### config.mk
export PLATFORM = sky130hd
export DESIGN_NAME = audio_clk_en_gen
export DESIGN_NICKNAME = d
export VERILOG_FILES = /design/src/rtl/audio_clk_pkg.sv /design/src/rtl/audio_clk_en_channel.sv /design/src/rtl/audio_clk_en_gen.sv
export SDC_FILE = /design/constraint.sdc
export NUM_CORES = 1
export LEC_CHECK = 0
export ABC_CLOCK_PERIOD_IN_PS = 4800
export CORE_MARGIN = 2
export CORE_UTILIZATION = 60
export DETAILED_ROUTE_END_ITERATION = 7
export PLACE_DENSITY = 0.76
export RECOVER_POWER = 50
export SYNTH_ARGS = -nofsm -noshare
export SYNTH_HDL_FRONTEND = slang
export SYNTH_HIERARCHICAL = 1
export SYNTH_SLANG_ARGS = --single-unit
### constraint.sdc
create_clock -name clk_peripheral -period 4.8 [get_ports clk_peripheral]
set_clock_uncertainty 0.05 [all_clocks]
set_input_delay 0.72 -clock clk_peripheral [delete_from_list [all_inputs] [get_ports clk_peripheral]]
set_output_delay 0.72 -clock clk_peripheral [all_outputs]
set_load 0.1 [all_outputs]
### src/rtl/audio_clk_pkg.sv
// Shared definitions for the audio clock-enable generator.
//   - mode_t           : channel operating mode (integer divide / NCO)
//   - DEFAULT_ACC_W    : default divisor / accumulator width
//   - CH0_RESET_DIV    : channel 0 power-up divisor (PSG tick, divide-by-16)
//   - CHN_RESET_INC    : power-up NCO increment of all other channels (silent)
//   - reset_mode/value : per-channel power-up settings, indexed by channel
package audio_clk_pkg;

    typedef enum logic {
        MODE_INT = 1'b0,
        MODE_NCO = 1'b1
    } mode_t;

    localparam int DEFAULT_ACC_W = 24;
    localparam int unsigned CH0_RESET_DIV = 32'd15;
    localparam int unsigned CHN_RESET_INC = 32'd0;

    function automatic mode_t reset_mode(input int ch);
        if (ch == 0) begin
            return MODE_INT;
        end else begin
            return MODE_NCO;
        end
    endfunction

    function automatic int unsigned reset_value(input int ch);
        if (ch == 0) begin
            return CH0_RESET_DIV;
        end else begin
            return CHN_RESET_INC;
        end
    endfunction

endpackage

### src/rtl/audio_clk_en_channel.sv
// One clock-enable channel: live and shadow settings, pending flag, phase
// counter and registered enable output.
//   clk, reset     : clock and synchronous active-high reset
//   run            : low clears phase and output, and applies any pending write
//   wr             : this channel is the target of a configuration write
//   wr_mode/value  : configuration data captured into the shadow set
//   pending        : a shadow setting is waiting for its period boundary
//   en             : one-cycle enable pulses
module audio_clk_en_channel
    import audio_clk_pkg::*;
#(
    parameter int          ACC_W       = DEFAULT_ACC_W,
    parameter mode_t       RESET_MODE  = MODE_INT,
    parameter int unsigned RESET_VALUE = 32'd0
) (
    input  logic             clk,
    input  logic             reset,
    input  logic             run,
    input  logic             wr,
    input  logic             wr_mode,
    input  logic [ACC_W-1:0] wr_value,
    output logic             pending,
    output logic             en
);

    mode_t            live_mode_r;
    mode_t            sh_mode_r;
    logic [ACC_W-1:0] live_value_r;
    logic [ACC_W-1:0] sh_value_r;
    logic [ACC_W-1:0] cnt_r;
    logic             pending_r;
    logic             en_r;

    logic [ACC_W:0]   nco_sum_s;
    logic [ACC_W-1:0] cnt_adv_s;
    logic             en_adv_s;
    logic             stalled_s;
    logic             apply_s;

    // Next phase and enable for the live mode, plus the shadow-apply decision.
    always_comb begin
        nco_sum_s = {1'b0, cnt_r} + {1'b0, live_value_r};
        cnt_adv_s = cnt_r;
        en_adv_s  = 1'b0;
        case (live_mode_r)
            MODE_INT: begin
                if (cnt_r == live_value_r) begin
                    cnt_adv_s = '0;
                    en_adv_s  = 1'b1;
                end else begin
                    cnt_adv_s = cnt_r + {{(ACC_W-1){1'b0}}, 1'b1};
                    en_adv_s  = 1'b0;
                end
            end
            MODE_NCO: begin
                cnt_adv_s = nco_sum_s[ACC_W-1:0];
                en_adv_s  = nco_sum_s[ACC_W];
            end
            default: begin
                cnt_adv_s = cnt_r;
                en_adv_s  = 1'b0;
            end
        endcase
        // A zero-increment NCO never reaches a boundary, so it accepts writes at once.
        stalled_s = (live_mode_r == MODE_NCO) && (live_value_r == '0);
        apply_s   = pending_r && (!run || en_adv_s || stalled_s);
    end

    // Channel state: settings, pending flag, phase counter and enable.
    always_ff @(posedge clk) begin
        if (reset) begin
            live_mode_r  <= RESET_MODE;
            sh_mode_r    <= RESET_MODE;
            live_value_r <= ACC_W'(RESET_VALUE);
            sh_value_r   <= ACC_W'(RESET_VALUE);
            cnt_r        <= '0;
            pending_r    <= 1'b0;
            en_r         <= 1'b0;
        end else begin
            // Apply reads the old shadow; a same-edge write lands after it.
            if (apply_s) begin
                live_mode_r  <= sh_mode_r;
                live_value_r <= sh_value_r;
            end
            if (wr) begin
                sh_mode_r  <= mode_t'(wr_mode);
                sh_value_r <= wr_value;
                pending_r  <= 1'b1;
            end else if (apply_s) begin
                pending_r <= 1'b0;
            end
            if (!run) begin
                cnt_r <= '0;
                en_r  <= 1'b0;
            end else begin
                en_r <= en_adv_s;
                if (apply_s && (sh_mode_r != live_mode_r)) begin
                    cnt_r <= '0;
                end else begin
                    cnt_r <= cnt_adv_s;
                end
            end
        end
    end

    assign pending = pending_r;
    assign en      = en_r;

endmodule

### src/rtl/audio_clk_en_gen.sv
// Multi-channel audio clock-enable generator. Decodes configuration writes
// to one of CHANNELS independent divider / NCO channels.
//   clk_peripheral : sole clock
//   reset          : synchronous active-high reset
//   run            : global run; low stops and phase-clears every channel
//   cfg_we/ch      : write strobe and target channel (out-of-range ignored)
//   cfg_mode/value : 0 = integer divisor D, 1 = NCO increment
//   cfg_pending    : per-channel write waiting for its boundary
//   en             : per-channel registered enable pulses
module audio_clk_en_gen
    import audio_clk_pkg::*;
#(
    parameter  int CHANNELS = 4,
    parameter  int ACC_W    = DEFAULT_ACC_W,
    localparam int CH_W     = (CHANNELS > 1) ? $clog2(CHANNELS) : 1
) (
    input  logic                clk_peripheral,
    input  logic                reset,
    input  logic                run,
    input  logic                cfg_we,
    input  logic [CH_W-1:0]     cfg_ch,
    input  logic                cfg_mode,
    input  logic [ACC_W-1:0]    cfg_value,
    output logic [CHANNELS-1:0] cfg_pending,
    output logic [CHANNELS-1:0] en
);

    logic [CHANNELS-1:0] wr_s;

    for (genvar i = 0; i < CHANNELS; i++) begin : g_ch
        // Only existing channel indices decode, so out-of-range writes are dropped.
        assign wr_s[i] = cfg_we && (cfg_ch == CH_W'(i));

        audio_clk_en_channel #(
            .ACC_W       (ACC_W),
            .RESET_MODE  (reset_mode(i)),
            .RESET_VALUE (reset_value(i))
        ) u_ch (
            .clk      (clk_peripheral),
            .reset    (reset),
            .run      (run),
            .wr       (wr_s[i]),
            .wr_mode  (cfg_mode),
            .wr_value (cfg_value),
            .pending  (cfg_pending[i]),
            .en       (en[i])
        );
    end

endmodule

==> qor.yml <==
global_route:
  grt_pass1_wl_mm: 80.9
  track_usage_pct: 29.5
  antenna_found_initial: 0
  use_met2_pct: 48.7
  grt_max_degree: 138
  grtUsageMet3_pct: 3.53
  grt.busiest_layer: "met2"
  grt_use_met1_pct: 39.9
  grt_overflow: 0
  grt_pass1_vias: 15886
setup_path:
  cp-end-kind: "register"
  r2r-start: "g_ch[0].u_ch/live_value_r[0]$_SDFFE_PP1P_"
  cp.depth: 10
  slowest_stage: "o21ai_0"
  crit_path_end: "g_ch[0].u_ch/live_value_r[3]$_SDFFE_PP1P_"
  crit_top_cell: "nand4_1"
  crit_type: "register to register"
  path_buf_inv: 0
  worst-r2r-setup-slack_ns: 1.13
  crit_path_max_incr_delay_ns: 0.65
  cp_data_required_time_ns: 5.14
  arrival_ns: 4.02
  startpoint_type: "register"
  rr_endpoint: "g_ch[0].u_ch/live_value_r[3]$_SDFFE_PP1P_"
  path_cells: "ha_1 > fa_1 > a21o_1 > nand4_1 > nand4_1 > and2_0 > o21ai_0 > o21ai_2 > a2111oi_0 > nor3_1"
  critPathMaxFanout: 25
  crit_family: "compound AO/OA/AOI/OAI gates"
  crit_start: "g_ch[0].u_ch/live_value_r[0]$_SDFFE_PP1P_"
  reg2reg_depth: 10
floorplanning:
  ioPinCount: 39
  initial_core_util_pct: 61.3
  dieArea_um2: 32900
  die_y_um: 182
  die_w_um: 182
  num_rows: 64
  coreArea_um2: 30800
sta:
  worst_pin_slew_ns: 1.88
  fmax_ghz: 0.272
  max_slew_margin_pct: -25.4
  fin_ws_ns: 1.13
  whs_ns: 0.428
  hold_viol: 0
  setup_tns_ns: 0
  fin_crit_sh_pct: 76.5
  setup_viol_count_final: 0
  rsz0062_at_grt: "false"
  drv_slew: 111
  min_period_ns: 3.67
drt:
  route.detailed.drc: 0
  wl_mm: 49.5
  vias: 16574
  drt-vias-per-instance: 6.32
  drt_iter0_drc: 1390
  ant_nets: 0
  wl_per_cell_um: 18.9
  dr.pass1.iters: 5
synth:
  synth_area_per_cell_um2: 8.47
  synth_nets: 2366
  synth-seq-area-share_pct: 32.2
  synth_area_leaders: "dfxtp_1 32%, mux2i_1 9.5%, ha_1 6.6%"
  ys_ff_latch: 304
  synth_xor_area_share_pct: 6.44
  synth-edff-count: 0
  synth-compound-area-share_pct: 18.5
  yosysMostFrequentCell: "dfxtp_1"
  synth.largest_area_cell: "dfxtp_1"
  synth_ff_type: "dfxtp_1"
  netlist_area_um2: 18900
  yosysTopAreaCellShare_pct: 32.2
  synth_top_family_by_area: "simple AND/OR/NAND/NOR gates"
  ys_top_cells_by_count: "304 x dfxtp_1, 249 x nor2_1, 180 x mux2i_1, 124 x a21oi_1, 116 x nand2_1"
  async_flop_share_pct: 0
  syn_inst: 2231
  yosys_warnings: 6
  muxShareOfSynthArea_pct: 9.79
  synthSimpleGateAreaFrac_pct: 22.0
  ys_types: 86
  yosys.area_share.adder_pct: 7.04
cells_and_area:
  num-fill-cells: 2524
  drive_above_1_share_pct: 5.21
  area_delta_synth_final_pct: 8.54
  diodes: 0
  fin_util_pct: 66.6
  fin_cells: 2621
  fin_area_um2: 20500
  nets: 2335
placement:
  numPortBuffers: 38
  dp_slack_ns: 1.38
  dp.cells: 2559
  place_congestion: 0.944
  place_area_um2: 19400
  hpwlAfterDp_mm: 34.6
status:
  violations: "capacitance limit, slew limit"
  status: "finished with violations"
clocking:
  cts_resized: 0
  cts_buffers: 35
  clk_latency_ns: 0.52
  clockBufferDepth: 3
  cts_tree: "yes"
  ctsHoldBuffers: 0
  cts_setup_buffers: 0
  h-tree-depth: 2
  clkSlewWorstSetupHoldPaths_ns: 0.06
  cts.sinks: 304
  cts-root-buf: "clkbuf_16"
min_path:
  worstHoldStart: "g_ch[1].u_ch/sh_value_r[11]$_SDFFE_PP0P_"
  hold_path.class: "register to register"
pwr:
  power.leakage_nw: 8.00
  totalPowerFinal_mw: 5.67
  ir_drop_mv: 0.281
  power_per_cell_area_nw_per_um2: 276
run:
  cap_violations: 4
-- worst min path at each step --
stage / to / slack, ns / cells after the start
final: g_ch[1].u_ch/live_value_r[11]$_SDFFE_PP0P_ / 0.43 / 2
after global routing: g_ch[1].u_ch/live_value_r[11]$_SDFFE_PP0P_ / 0.45 / 2
after CTS: g_ch[0].u_ch/sh_value_r[3]$_SDFFE_PP1P_ / 0.43 / 2
after detailed placement: g_ch[0].u_ch/sh_value_r[3]$_SDFFE_PP1P_ / 0.40 / 2
after global placement: g_ch[0].u_ch/sh_value_r[1]$_SDFFE_PP1P_ / 0.40 / 2
after floorplan: g_ch[0].u_ch/sh_value_r[0]$_SDFFE_PP1P_ / 0.38 / 2
-- placed cells by master, fill, tap and decap left out, types with 20 or more instances in the layout --
master	Yosys	final
a21oi_1	124	126
o21ai_0	62	65
nand3_1	108	108
nor2_1	249	248
a21o_1	35	35
nand2b_1	108	108
xor2_1	53	53
nand2_1	116	116
o2111ai_1	25	25
xnor2_1	86	86
or3_1	30	30
buf_4	4	20
nor4_1	45	45
a22oi_1	42	42
and3_1	47	48
dfxtp_1	304	304
inv_1	47	47
mux2i_1	180	180
clkdlybuf4s50_1	0	28
a32oi_1	27	27
ha_1	100	100
nand4_1	34	34
clkbuf_16	0	36
nor3_1	38	38
-- tightest hold or removal path, cell delays in order, from the launching register on --
cell and delay (ns):
dfxtp_1 0.31, nand2b_1 0.06, mux2i_1 0.06
-- where the power goes --
part	internal (mW)	switching, mW
clock	1.63	1.11
combinational	0.129	0.208
sequential	2.56	0.0274
total	4.32	1.35
-- kinds of logic (layout without fill, tap and decap cells) --
family                   after synthesis  in the layout
flip-flops                           304            304
XOR/XNOR                             139            139
multiplexers                         184            184
adder cells (fa/ha/maj)              104            104
AND/OR/NAND/NOR                      830            830
buffers and inverters                179            173
AO/OA/AOI/OAI                        491            491
-- registers in the layout, summed over array words and instances, names as in the netlist --
name	cells
g_ch.u_ch/cnt_r	96
g_ch.u_ch/en	4
g_ch.u_ch/live_mode_r	4
g_ch.u_ch/live_value_r	96
g_ch.u_ch/pending	4
g_ch.u_ch/sh_mode_r	4
g_ch.u_ch/sh_value_r	96
-- cell type report --
class	count	area (µm²)	share of cell area, %
timing repair buffer	61	543	2.65
inverter	50	188	0.915
tap	396	495	2.41
clock inverter	18	204	0.994
sequential	304	6090	29.7
multi-input combinational	1748	12000	58.6
clock buffer	44	981	4.78
-- metal layers --
| metal | vias up | share of wire [%] | routed length (µm) |
|---|---|---|---|
| li1 | 8093 | - | - |
| met1 | 7893 | 45 | 22400 |
| met2 | 493 | 46 | 22800 |
| met3 | 95 | 5.6 | 2760 |
| met4 | 0 | 3.0 | 1460 |
| met5 | - | 0 | 0 |
Power figures use the tool's default switching activity.
